**src/rtl/addsub_pkg.sv**
```systemverilog
// rtl/addsub_pkg.sv - shared constants, types and helpers for the pipelined CLA add/sub
package addsub_pkg;

  localparam int GROUP_W = 4;

  typedef enum logic {
    OP_ADD = 1'b0,
    OP_SUB = 1'b1
  } op_e;

  // Control that travels with an operation between stages (valid is kept apart
  // because it is the only field that must be cleared by reset).
  typedef struct packed {
    op_e  op;
    logic carry;
  } stage_ctl_t;

  typedef struct packed {
    logic cout;
    logic ovf;
    logic zero;
  } flags_t;

  // Bits resolved per pipeline stage, rounded down to whole lookahead groups.
  function automatic int slice_width(input int width, input int stages);
    return ((width / stages) / GROUP_W) * GROUP_W;
  endfunction

endpackage

```
**src/rtl/cla_group_gp.sv**
```systemverilog
// rtl/cla_group_gp.sv - 4-bit carry-lookahead group with sum and group generate/propagate
module cla_group_gp
  import addsub_pkg::*;
(
  input  logic [GROUP_W-1:0] a_i,
  input  logic [GROUP_W-1:0] b_i,
  input  logic               cin_i,
  output logic [GROUP_W-1:0] sum_o,
  output logic               g_o,
  output logic               p_o
);

  logic [GROUP_W-1:0] gen;
  logic [GROUP_W-1:0] prop;
  logic [GROUP_W-1:0] c;

  assign gen  = a_i & b_i;
  assign prop = a_i ^ b_i;

  // Carry into each bit expanded directly from the group carry-in
  always_comb begin
    c    = '0;
    c[0] = cin_i;
    c[1] = gen[0] | (prop[0] & cin_i);
    c[2] = gen[1] | (prop[1] & gen[0]) | (prop[1] & prop[0] & cin_i);
    c[3] = gen[2] | (prop[2] & gen[1]) | (prop[2] & prop[1] & gen[0])
         | (prop[2] & prop[1] & prop[0] & cin_i);
  end

  assign sum_o = prop ^ c;
  assign g_o   = gen[3] | (prop[3] & gen[2]) | (prop[3] & prop[2] & gen[1])
               | (prop[3] & prop[2] & prop[1] & gen[0]);
  assign p_o   = &prop;

endmodule

```
**src/rtl/pipelined_cla_addsub.sv**
```systemverilog
// rtl/pipelined_cla_addsub.sv - pipelined carry-lookahead adder/subtractor with flags and handshake
module pipelined_cla_addsub
  import addsub_pkg::*;
#(
  parameter int WIDTH  = 32,
  parameter int STAGES = 2,
  parameter int TAG_W  = 4
) (
  input  logic             clk,
  input  logic             rst_n,
  input  logic             in_valid,
  output logic             in_ready,
  input  logic [WIDTH-1:0] in_a,
  input  logic [WIDTH-1:0] in_b,
  input  logic             in_cin,
  input  logic             in_sub,
  input  logic [TAG_W-1:0] in_tag,
  output logic             out_valid,
  input  logic             out_ready,
  output logic [WIDTH-1:0] out_sum,
  output logic             out_cout,
  output logic             out_ovf,
  output logic             out_zero,
  output logic [TAG_W-1:0] out_tag
);

  localparam int SW = slice_width(WIDTH, STAGES);
  localparam int NG = SW / GROUP_W;

  logic             en;
  op_e              op_in;
  logic [WIDTH-1:0] b_eff;
  logic             c0;

  logic             fin_valid;
  op_e              fin_op;
  logic [TAG_W-1:0] fin_tag;
  logic [WIDTH-1:0] fin_sum;
  logic             fin_carry;
  logic             fin_cmsb;
  flags_t           fin_flags;

  logic             out_valid_q;
  logic [WIDTH-1:0] out_sum_q;
  flags_t           out_flags_q;
  logic [TAG_W-1:0] out_tag_q;

  // Whole pipeline moves together; a stalled output freezes every stage.
  assign en       = !out_valid_q || out_ready;
  assign in_ready = en;

  // Subtraction is A + ~B + ~borrow_in, so the borrow is the inverted raw carry.
  assign op_in = op_e'(in_sub);
  assign b_eff = (op_in == OP_SUB) ? ~in_b : in_b;
  assign c0    = (op_in == OP_SUB) ? ~in_cin : in_cin;

  for (genvar k = 0; k < STAGES; k++) begin : g_stage
    localparam int REM_IN = WIDTH - k * SW;
    localparam int DONE   = (k + 1) * SW;

    logic              valid_s;
    stage_ctl_t        ctl_s;
    logic [TAG_W-1:0]  tag_s;
    logic [REM_IN-1:0] a_rem_s;
    logic [REM_IN-1:0] b_rem_s;
    logic [DONE-1:0]   acc_s;
    logic [SW-1:0]     sum_s;
    logic [NG-1:0]     grp_g;
    logic [NG-1:0]     grp_p;
    logic [NG:0]       gc;
    logic              run;

    if (k == 0) begin : g_src
      assign valid_s = in_valid;
      assign ctl_s   = '{op: op_in, carry: c0};
      assign tag_s   = in_tag;
      assign a_rem_s = in_a;
      assign b_rem_s = b_eff;
      assign acc_s   = sum_s;
    end else begin : g_src
      assign valid_s = g_stage[k-1].g_reg.valid_q;
      assign ctl_s   = g_stage[k-1].g_reg.ctl_q;
      assign tag_s   = g_stage[k-1].g_reg.tag_q;
      assign a_rem_s = g_stage[k-1].g_reg.a_rem_q;
      assign b_rem_s = g_stage[k-1].g_reg.b_rem_q;
      assign acc_s   = {sum_s, g_stage[k-1].g_reg.acc_q};
    end

    for (genvar j = 0; j < NG; j++) begin : g_group
      cla_group_gp u_grp (
        .a_i   (a_rem_s[j*GROUP_W +: GROUP_W]),
        .b_i   (b_rem_s[j*GROUP_W +: GROUP_W]),
        .cin_i (gc[j]),
        .sum_o (sum_s[j*GROUP_W +: GROUP_W]),
        .g_o   (grp_g[j]),
        .p_o   (grp_p[j])
      );
    end

    // Each group carry is formed from the slice carry-in and group (g, p) terms only
    always_comb begin
      gc  = '0;
      run = 1'b0;
      for (int j = 0; j <= NG; j++) begin
        run = ctl_s.carry;
        for (int i = 0; i < j; i++) begin
          run = grp_g[i] | (grp_p[i] & run);
        end
        gc[j] = run;
      end
    end

    if (k < STAGES - 1) begin : g_reg
      localparam int REM_OUT = REM_IN - SW;

      logic               valid_q;
      stage_ctl_t         ctl_q;
      logic [TAG_W-1:0]   tag_q;
      logic [REM_OUT-1:0] a_rem_q;
      logic [REM_OUT-1:0] b_rem_q;
      logic [DONE-1:0]    acc_q;

      // Stage occupancy; cleared by reset so in-flight ops are dropped
      always_ff @(posedge clk or negedge rst_n) begin
        if (!rst_n) begin
          valid_q <= 1'b0;
        end else if (en) begin
          valid_q <= valid_s;
        end
      end

      // Slice carry, finished low sum bits and untouched high operand bits move up
      always_ff @(posedge clk) begin
        if (en) begin
          ctl_q   <= '{op: ctl_s.op, carry: gc[NG]};
          tag_q   <= tag_s;
          a_rem_q <= a_rem_s[REM_IN-1:SW];
          b_rem_q <= b_rem_s[REM_IN-1:SW];
          acc_q   <= acc_s;
        end
      end
    end

    if (k == STAGES - 1) begin : g_last
      assign fin_valid = valid_s;
      assign fin_op    = ctl_s.op;
      assign fin_tag   = tag_s;
      assign fin_sum   = acc_s;
      assign fin_carry = gc[NG];
      // Carry into the MSB recovered from its sum bit: s = a ^ b ^ cin.
      assign fin_cmsb  = a_rem_s[SW-1] ^ b_rem_s[SW-1] ^ sum_s[SW-1];
    end
  end

  assign fin_flags = '{
    cout: fin_carry ^ (fin_op == OP_SUB),
    ovf:  fin_cmsb ^ fin_carry,
    zero: (fin_sum == '0)
  };

  // Result register; holds the last result whenever no new one arrives
  always_ff @(posedge clk or negedge rst_n) begin
    if (!rst_n) begin
      out_valid_q <= 1'b0;
      out_sum_q   <= '0;
      out_flags_q <= '0;
      out_tag_q   <= '0;
    end else if (en) begin
      out_valid_q <= fin_valid;
      if (fin_valid) begin
        out_sum_q   <= fin_sum;
        out_flags_q <= fin_flags;
        out_tag_q   <= fin_tag;
      end
    end
  end

  assign out_valid = out_valid_q;
  assign out_sum   = out_sum_q;
  assign out_cout  = out_flags_q.cout;
  assign out_ovf   = out_flags_q.ovf;
  assign out_zero  = out_flags_q.zero;
  assign out_tag   = out_tag_q;

endmodule
```
**config.mk**
```make
export PLATFORM = sky130hd
export DESIGN_NAME = pipelined_cla_addsub
export DESIGN_NICKNAME = d
export VERILOG_FILES = /design/src/rtl/addsub_pkg.sv /design/src/rtl/cla_group_gp.sv /design/src/rtl/pipelined_cla_addsub.sv
export SDC_FILE = /design/constraint.sdc
export NUM_CORES = 1
export LEC_CHECK = 0
export CAP_MARGIN = 0
export CORE_ASPECT_RATIO = 0.8
export CORE_UTILIZATION = 55
export DETAILED_ROUTE_END_ITERATION = 10
export GPL_ROUTABILITY_DRIVEN = 1
export PLACE_DENSITY = 0.84
export SLEW_MARGIN = 10
export SYNTH_ARGS = -nofsm -noshare
export SYNTH_HDL_FRONTEND = slang
export SYNTH_SLANG_ARGS = --single-unit
```
**constraint.sdc**
```tcl
create_clock -name clk -period 7.6 [get_ports clk]
set_clock_uncertainty 0.2 [all_clocks]
set_input_delay 0.76 -clock clk [delete_from_list [all_inputs] [get_ports clk]]
set_output_delay 0.76 -clock clk [all_outputs]
set_load 0.02 [all_outputs]
```
== Word-level counts from Yosys, hierarchy flattened ==
Index checks and enable logic that the tools add are counted.

* Reductions and logical operators: 12
* Shift operators: 0
* Add/subtract/negate cells: 0
* Mux-type cells: 2
* Order comparisons: 0
* Div/mod/pow operators: 0
* Multiply operators: 0
* Bitwise gates (word level): 230
* Eq/ne operators: 0

{| class="wikitable"
|+ Operators with widths
! kind !! number
|-
| AND 1 bit || 120
|-
| bitwise OR 1 bit || 80
|-
| bitwise XOR 4 bit || 16
|-
| AND 4 bit || 8
|-
| logical NOT 32 bit || 1
|-
| two-way mux 32 bit || 1
|-
| inverter 32 bit || 1
|-
| AND reduction 4 bit || 8
|-
| bitwise XOR 1 bit || 4
|-
| AND reduction 2 bit || 1
|-
| logical NOT 1 bit || 1
|-
| logical OR 1 bit || 1
|-
| two-way mux 1 bit || 1
|-
| inverter 1 bit || 1
|}

* Memories: 0
* Bits in writable memories: 0
* Bits in latches: 0
* Word-level logic and storage cells: 257
* Input port bits: 74
* Register bits: 95
* ROM bits: 0
* Output and inout port bits: 41

== Longest topological paths before layout ==
Gate-level depths: netlist of run 1.

* Depth in word-level cells: 15
* Gate-level depth with buffers: 12
* Gate-level depth less buffers: 12

== By module ==
From an unflattened synthesis of run 1, not the netlist that was laid out.

* Cells, all modules: 396
* Area, all modules: 5,099.9 µm²

{| class="wikitable"
|+ By module, submodules not included
! module !! instances !! cells each !! seq. area each (µm²) !! area each (µm²)
|-
| pipelined_cla_addsub || 1 || 220 || 2,647.5 || 3,638.5
|-
| cla_group_gp || 8 || 22 || 0.0 || 182.7
|}

== Least setup slack after synthesis of run 1 ==
No wires, ideal clock.

* Path kind: input to register
* From: input in_sub
* To: register g_stage[0].g_reg.acc_q[12], data pin
* Data arrival time: 3.489 ns
* Buffers on the path: 2
* Stages: 12
* Path slack: 3.783 ns
* Setup time: 0.129 ns
* Data required time: 7.271 ns
* Cell sequence: buf_2 > buf_1 > xor2_1 > ha_1 > a211o_1 > a41oi_1 > a21boi_1 > o21a_1 > o211a_1 > nor3_1 > fa_1 > inv_1

* Word-level cells in the longest chain between the ends: 12
* Elaborated cells on any way between the ends: 43
* Those cells by class: 2 x mux; 38 x bitwise; 3 x reduce/logical

{| class="wikitable"
|+ Ends and longest elaborated chain
! item !! RTL line !! source
|-
| start: declaration || pipelined_cla_addsub.sv:16 || <nowiki>input logic in_sub,</nowiki>
|-
| two-way mux 32 bit || pipelined_cla_addsub.sv:54 || <nowiki>assign b_eff = (op_in == OP_SUB) ? ~in_b : in_b;</nowiki>
|-
| bitwise XOR 4 bit / AND 4 bit (equally long branches) || cla_group_gp.sv:18, cla_group_gp.sv:17 ||
|-
| AND 1 bit (on tied branches) || cla_group_gp.sv:31, cla_group_gp.sv:32 ||
|-
| bitwise OR 1 bit, or another cell as far along || cla_group_gp.sv:31 || <nowiki>assign g_o = gen[3] | (prop[3] & gen[2]) | (prop[3] & prop[2] & gen[1])</nowiki>
|-
| bitwise OR 1 bit / AND 1 bit (equally long branches) || cla_group_gp.sv:31, cla_group_gp.sv:32 ||
|-
| bitwise OR 1 bit || cla_group_gp.sv:32 || <nowiki>| (prop[3] & prop[2] & prop[1] & gen[0]);</nowiki>
|-
| bitwise OR 1 bit || pipelined_cla_addsub.sv:107 || <nowiki>run = grp_g[i] | (grp_p[i] & run);</nowiki>
|-
| AND 1 bit || pipelined_cla_addsub.sv:107 ||
|-
| bitwise OR 1 bit || pipelined_cla_addsub.sv:107 ||
|-
| AND 1 bit || pipelined_cla_addsub.sv:107 ||
|-
| bitwise OR 1 bit || pipelined_cla_addsub.sv:107 ||
|-
| bitwise XOR 4 bit (*) || cla_group_gp.sv:30 || <nowiki>assign sum_o = prop ^ c;</nowiki>
|-
| net g_stage[0].acc_s[12] || pipelined_cla_addsub.sv:66 || <nowiki>logic [DONE-1:0] acc_s;</nowiki>
|-
| end signal: assignment || pipelined_cla_addsub.sv:139 || <nowiki>acc_q <= acc_s;</nowiki>
|-
| end: declaration || pipelined_cla_addsub.sv:121 || <nowiki>logic [DONE-1:0] acc_q;</nowiki>
|}

Mark *: on every way through the listed nets, which the timed path passes. The rest lies on a longest branch.
A chain may end at the register's enable or synchronous reset.

== Final worst setup path of run 1 ==
Ends and elaborated chain as after synthesis.

==> impl_results.md, run 1 <==
- Area occupied by multi-input gates: 2270 um2
- Pint: 0.00126 W
- Leakage power: roughly 2.7 nW
- Critical Path Source Type: primary input
- CP required: ~7.5 ns
- Layout net count: roughly 640
- Xor and xnor area share after synthesis: under 10%
- Clock Pin Slew Worst Setup and Hold Paths: roughly 0.07 ns
- Initial Util: 58.1%
- Comb pwr share: 37.6%
- Mux share of post-synthesis cell area: ~5.3%
- Slowest CP cell: buf_2
- Slowest stage delay, CP: roughly 0.72 ns
- CTS Buffer Depth: 2
- Clock sink count: 95
- P_sw: 0.000630 W
- Layout area overhead: 30.0%
- Critical path peak fanout: 34
- CP endpoint kind: flop
- Share of cells above drive strength 1: around a tenth
- Yosys warns: 0
- Dpl cells: a little over 600
- Post-synth top area cell: edfxtp_1
- WL per Instance: roughly 17 um
- Syn avg cell area: about 12 um2
- Synth Area in Compound Gates: about 11%
- CTS Root Cell: clkbuf_16
- Die height: just under 90 um
- First-pass GRT wire length: between 15 and 20 mm
- H-tree levels: 3
- Via count: 3500
- Syn Inst Count: 405
- Commonest cells in the netlist: edfxtp_1, dfrtp_1, xor2_1, nand2_1, ha_1
- Synth Cell Area: 5030 um2
- Pwr Total: 0.00189 W
- TritonCTS clock tree: yes
- TritonRoute pass-1 iters: 4
- DRC violations left: 0
- Largest family of logic cells by synthesized area: adder cells
- Remaining antenna violation count after routing: 0
- Achievable frequency: 248 MHz
- Via count of the first global-routing pass: between 3000 and 4000
- Clock share of power: 21.6%
- Status: completed
- Row count: 30
- Sequential cell area: 2650 um2
- Setup ws final: around 3.6 ns
- Period utilization: a little over half
- Worst vdd ir: between 150 and 200 uV
- Worst slack at placement: between 3 and 4 ns
- Synth area leaders: edfxtp_1, dfrtp_1, ha_1, xor2_1, mux2_2
- PD cells: just under 300 nW/um2
- Seq pwr share: ~40%
- I/O pin cnt: ~120
- Minimum clock period: slightly above 4 ns
- RSZ-0062 raised after global routing: no
- Synth cell types: 50
- Final Slew Violations: 0
- Post-CTS setup buffers: 0
- Die area: approximately 9500 um2
- Hold crit path type: flop to flop
- Core Region: approximately 8700 um2
- Worst hold slack: between 0.2 and 0.25 ns
- Post-cts hold buffer count: 0
- Worst slew pin tran: 0.997 ns
- Port buffer count: approximately 110
- Worst path top cell family by delay: compound AO/OA/AOI/OAI gates
- Clock insertion delay at the later pin of the skew report: around 0.34 ns
- Post-Synth Simple-Gate Area: roughly 7.6%
- Critical-path cell list: buf_2 > xor2_1 > ha_1 > o21ai_0 > a2111oi_0 > a21boi_1 > o21a_1 > o211a_1 > nor3_1 > fa_1 > inv_1
- Non-Filler Instances: ~640
- Post-CTS sizing: 0
- Fillers: around 580
- ANT cells: 0
- Via/cell ratio: around 5.5
- Max-Cap Viols: 0
- Top-count cell post-synth: edfxtp_1
- GRT Residual Overflow: 0
- Largest net degree at the start of global routing: 51
- Arrival time worst endpoint: 3.93 ns
- Post-synth EDFFs: 54
- Hold Vio Cnt, Final: 0
- Setup TNS Final: 0 ns
- Initial DRC Count: around 140
- Slew HR: 33.3%
- Synth async-reset ratio: a little over two fifths
- Final setup viols: 0
- Post-synth top area share: 32.2%
- Detailed Place HPWL: approximately 8 mm
- Bufs and invs on worst path: 2
- Top_reg_cell synth: edfxtp_1
- Total track usage: about a quarter
- Final wirelength: roughly 11 mm
- Initial antenna violation count: 0
- Adder-Cell Fraction of Synth Area: around 11%
- Seq cells post-synth: between 90 and 100
- GP Congestion: 0.864
- Seq/Total Area, Yosys: 52.6%
- Sw frac: around a third
- Syn_nets: around 520
- Die Wd: roughly 110 um
- Num CTS Buffers: 9
- Critical Setup Path Class: primary input to flop
per-stage QoR:
stage | utilization [%] | cell area (um2)
after CTS | 75.5 | 6550
final | 75.5 | 6550
after floorplan | - | 5030
after detailed placement | 72.4 | 6280
after global placement | 72.4 | 6280
after global routing | 75.5 | 6550
placed cells by master, fill, tap and decap left out, types with 8 or more instances in the layout:
cell type and instances:
a21oi_1 15, clkbuf_16 9, clkdlybuf4s50_1 112, dfrtp_1 41, edfxtp_1 54, fa_1 8, ha_1 32, inv_1 21
mux2_2 21, nand2_1 36, nor2_1 12, o21ai_0 20, xnor2_1 18, xor2_1 39
cell families (layout without fill, tap and decap cells):
| kind of cell | count (synthesis) | in the layout |
|---|---|---|
| mux | 24 | 24 |
| simple gates | 82 | 82 |
| buf+inv | 31 | 152 |
| fa+ha+maj | 40 | 40 |
| compound gates | 76 | 76 |
| flops | 95 | 95 |
| xor+xnor | 57 | 57 |
worst register-to-register path: stages (launching register included):
cell and delay [ns]:
edfxtp_1 0.37, ha_1 0.37, o211ai_1 0.41, nor2_2 0.12
a2111oi_4 0.47, o31ai_1 0.17, a21o_2 0.24, fa_1 0.52
nor4_1 0.24, nand4_1 0.14, nor3_1 0.15, nand3_1 0.14
o31ai_1 0.26
area by class of cell:
cell class / instances / area share [%]
clock buffers: 11 / 3.55
clock inverters: 5 / 0.535
inverters: 21 / 1.20
multi-input cells: 279 / 34.7
flip-flops and latches: 95 / 40.4
well taps: 112 / 2.14
repair buffers: 115 / 17.4
registers in the layout (all words and copies together), names as in the netlist:
name / count
g_stage.g_reg.a_rem_q: 16
out_cout: 1
out_tag: 4
g_stage.g_reg.ctl_q: 1
fin_op: 1
g_stage.g_reg.b_rem_q: 16
out_valid: 1
fin_tag: 4
out_zero: 1
fin_valid: 1
out_ovf: 1
g_stage.g_reg.acc_q: 16
out_sum: 32
routing by layer:
metal / global-route usage [%] / vias to the layer above / routed length, um
li1: - / 1675 / -
met1: 31.0 / 1707 / 4820
met2: 39.9 / 104 / 5160
met3: 5.65 / 14 / 520
met4: 5.90 / 0 / 129
met5: 0 / - / 0
worst paths after layout:
path,from,endpoint,slack [ns],cells past startpoint
min reg2reg,fin_tag[1],out_tag[1],0.24,2
max,in_sub,g_stage[0].g_reg.acc_q[12],3.57,11
max in group asynchronous,rst_n,out_sum[11],6.24,1
min,fin_tag[1],out_tag[1],0.24,2
min in group asynchronous,rst_n,out_sum[4],0.37,1
max reg2reg,g_stage[0].g_reg.a_rem_q[3],out_zero,3.67,12
power groups by stage:
stage | clock (W) | sequential, W | combinational (W)
CTS | 0.000415 | 0.000773 | 0.000714
detailed placement | 0 | 0.000781 | 0.000709
floorplan | 0 | 0.000867 | 0.000303
global route | 0.000441 | 0.000787 | 0.000767
global placement | 0 | 0.000773 | 0.000686
finish | 0.000409 | 0.000772 | 0.000712
Note: power is estimated with default switching activity, not from simulation.
==> run 2, diff against run 1 <==
CORE_UTILIZATION = 46   (was 55)
PLACE_DENSITY = 0.75   (was 0.84)
clock period = 3.38 ns   (was 7.6 ns; I/O delays follow)
==> run 2 against run 1 <==
The run now ends with negative setup slack left. Via count grew 4.1%. Routed wire length up 6.4%. Non-clock buffer count grew 22. Sequential power increased by 120%. Worst hold slack got worse by 0.0035 ns. Die area up 19%.
==> impl_results.md, run 2 (synthesis gave the netlist of run 1 again) <==
- Max-Cap Viols: 0
- Slew HR: 36.2%
- Layout area overhead: 34.6%
- I/O pin cnt: around 120
- Achievable frequency: around 290 MHz
- PD cells: approximately 640 nW/um2
- Fillers: 793
- Layout net count: ~660
- Core Region: 10400 um2
- H-tree levels: 3
- Worst vdd ir: approximately 380 uV
- Pwr Total: 0.00434 W
- Largest net degree at the start of global routing: 54
- Hold crit path type: flop to flop
- GRT Residual Overflow: 0
- Initial Util: 48.2%
- Initial DRC Count: 201
- Share of cells above drive strength 1: about 14%
- Failing checks: negative setup slack
- CTS Root Cell: clkbuf_16
- Worst slew pin tran: between 0.9 and 1 ns
- Clock sink count: 95
- Die area: ~11000 um2
- Post-route design area: between 6000 and 7000 um2
- Critical path peak fanout: 2
- Most common cell after layout, fill and taps aside: clkdlybuf4s50_1
- Max reg flops: 32
- Arrival time worst endpoint: around 3.5 ns
- Final wirelength: between 10 and 15 mm
- Minimum clock period: roughly 3.5 ns
- CTS Buffer Depth: 2
- Leakage power: approximately 2.8 nW
- Setup ws final: -0.105 ns
- Row count: 33
- P_sw: between 0.001 and 0.0015 W
- Comb pwr share: approximately two fifths
- Initial antenna violation count: 0
- Pint: just under 0.003 W
- Period utilization: 103%
- Worst slack at placement: -0.106 ns
- WL per Instance: ~16 um
- DRC violations left: 0
- Clock insertion delay at the later pin of the skew report: approximately 0.34 ns
- Status: finished, violations left
- CP endpoint kind: flop
- Total track usage: 21.4%
- Critical Setup Path Class: flop to flop
- Die height: ~96 um
- Die Wd: ~120 um
- ANT cells: 0
- Commonest non-fill, non-tap cells in the layout: clkdlybuf4s50_1, edfxtp_1, dfrtp_1
- TritonRoute pass-1 iters: 5
- Final core occ: about two thirds
- Clock share of power: 21.6%
- Seq pwr share: 39.9%
- RSZ-0062 raised after global routing: yes
- Clock Pin Slew Worst Setup and Hold Paths: 0.07 ns
- Detailed Place HPWL: slightly below 9 mm
- GP Congestion: between 0.8 and 0.9
- Via/cell ratio: approximately 5.3
- TritonCTS clock tree: yes
- Sw frac: 33.3%
- First-pass GRT wire length: ~19 mm
- Via count: about 3600
- Remaining antenna violation count after routing: 0
- Dpl cells: around 670
- CP required: about 3.4 ns
- Final Slew Violations: 0
- Placed inst area: ~6400 um2
- Critical Path Source Type: flop
- Non-Filler Instances: around 690
- Num CTS Buffers: 9
- Final setup viols: 1
- Port buffer count: between 100 and 150
- Via count of the first global-routing pass: 3775
- Hold Vio Cnt, Final: 0
[run 2: critical path: stages (launching register included)]
cell	delay [ns]
edfxtp_1	0.40
ha_1	0.33
a211oi_2	0.25
o21ai_2	0.13
a2111oi_4	0.44
o31ai_2	0.13
a21o_2	0.23
fa_1	0.48
nor4_1	0.18
nand4_1	0.15
nor3_2	0.15
nand3_1	0.14
o31ai_2	0.19
[run 2: stage by stage]
step / hold slack (ns) / TNS [ns]
finish: 0.238 / -0.105
global route: 0.266 / -0.284
CTS: 0.242 / -0.0399
detailed placement: 0.226 / -0.295
global placement: 0.220 / 0
floorplan: -0.158 / 0
[run 2: cell type report]
cell class	count	area [um2]	area share, %
repair buffers	137	1310	19.3
clock buffers	10	229	3.38
inverters	21	78.8	1.16
well taps	140	175	2.58
flip-flops and latches	95	2650	39.1
multi-input cells	279	2300	33.9
clock inverters	6	42.5	0.628
[run 2: timing repair]
action | 4_1_cts | 5_1_grt
setup buffers | 2 | 2
hold buffers | 1 | 0
setup endpoints to repair | 1 | 1
resized for setup | 6 | 1
pin swaps | 2 | 2
hold endpoints to repair | 41 | 0
[run 2: per-layer routing]
layer	global-route usage [%]	vias to the layer above	routed length, um
met5	0	-	0
met1	29.0	1771	5220
met4	6.22	0	173
li1	-	1729	-
met2	35.0	131	5280
met3	4.31	14	630
[run 2: final timing paths]
check | start | to | slack [ns] | cells after the start
setup / recovery | g_stage[0].g_reg.a_rem_q[0] | out_zero | -0.11 | 12
hold / removal | fin_tag[2] | out_tag[2] | 0.24 | 2
setup reg to reg | g_stage[0].g_reg.a_rem_q[0] | out_zero | -0.11 | 12
hold reg to reg | fin_tag[2] | out_tag[2] | 0.24 | 2
max in group asynchronous | rst_n | out_sum[19] | 1.90 | 2
min in group asynchronous | rst_n | out_sum[7] | 0.48 | 2
[run 2: power groups by stage]
stage / combinational (W) / clock (W) / sequential, W
2_1_floorplan: 0.000682 / 0 / 0.00195
3_3_place_gp: 0.00161 / 0 / 0.00174
3_5_place_dp: 0.00165 / 0 / 0.00175
4_1_cts: 0.00167 / 0.000955 / 0.00173
5_1_grt: 0.00181 / 0.000997 / 0.00177
6_report: 0.00167 / 0.000936 / 0.00173
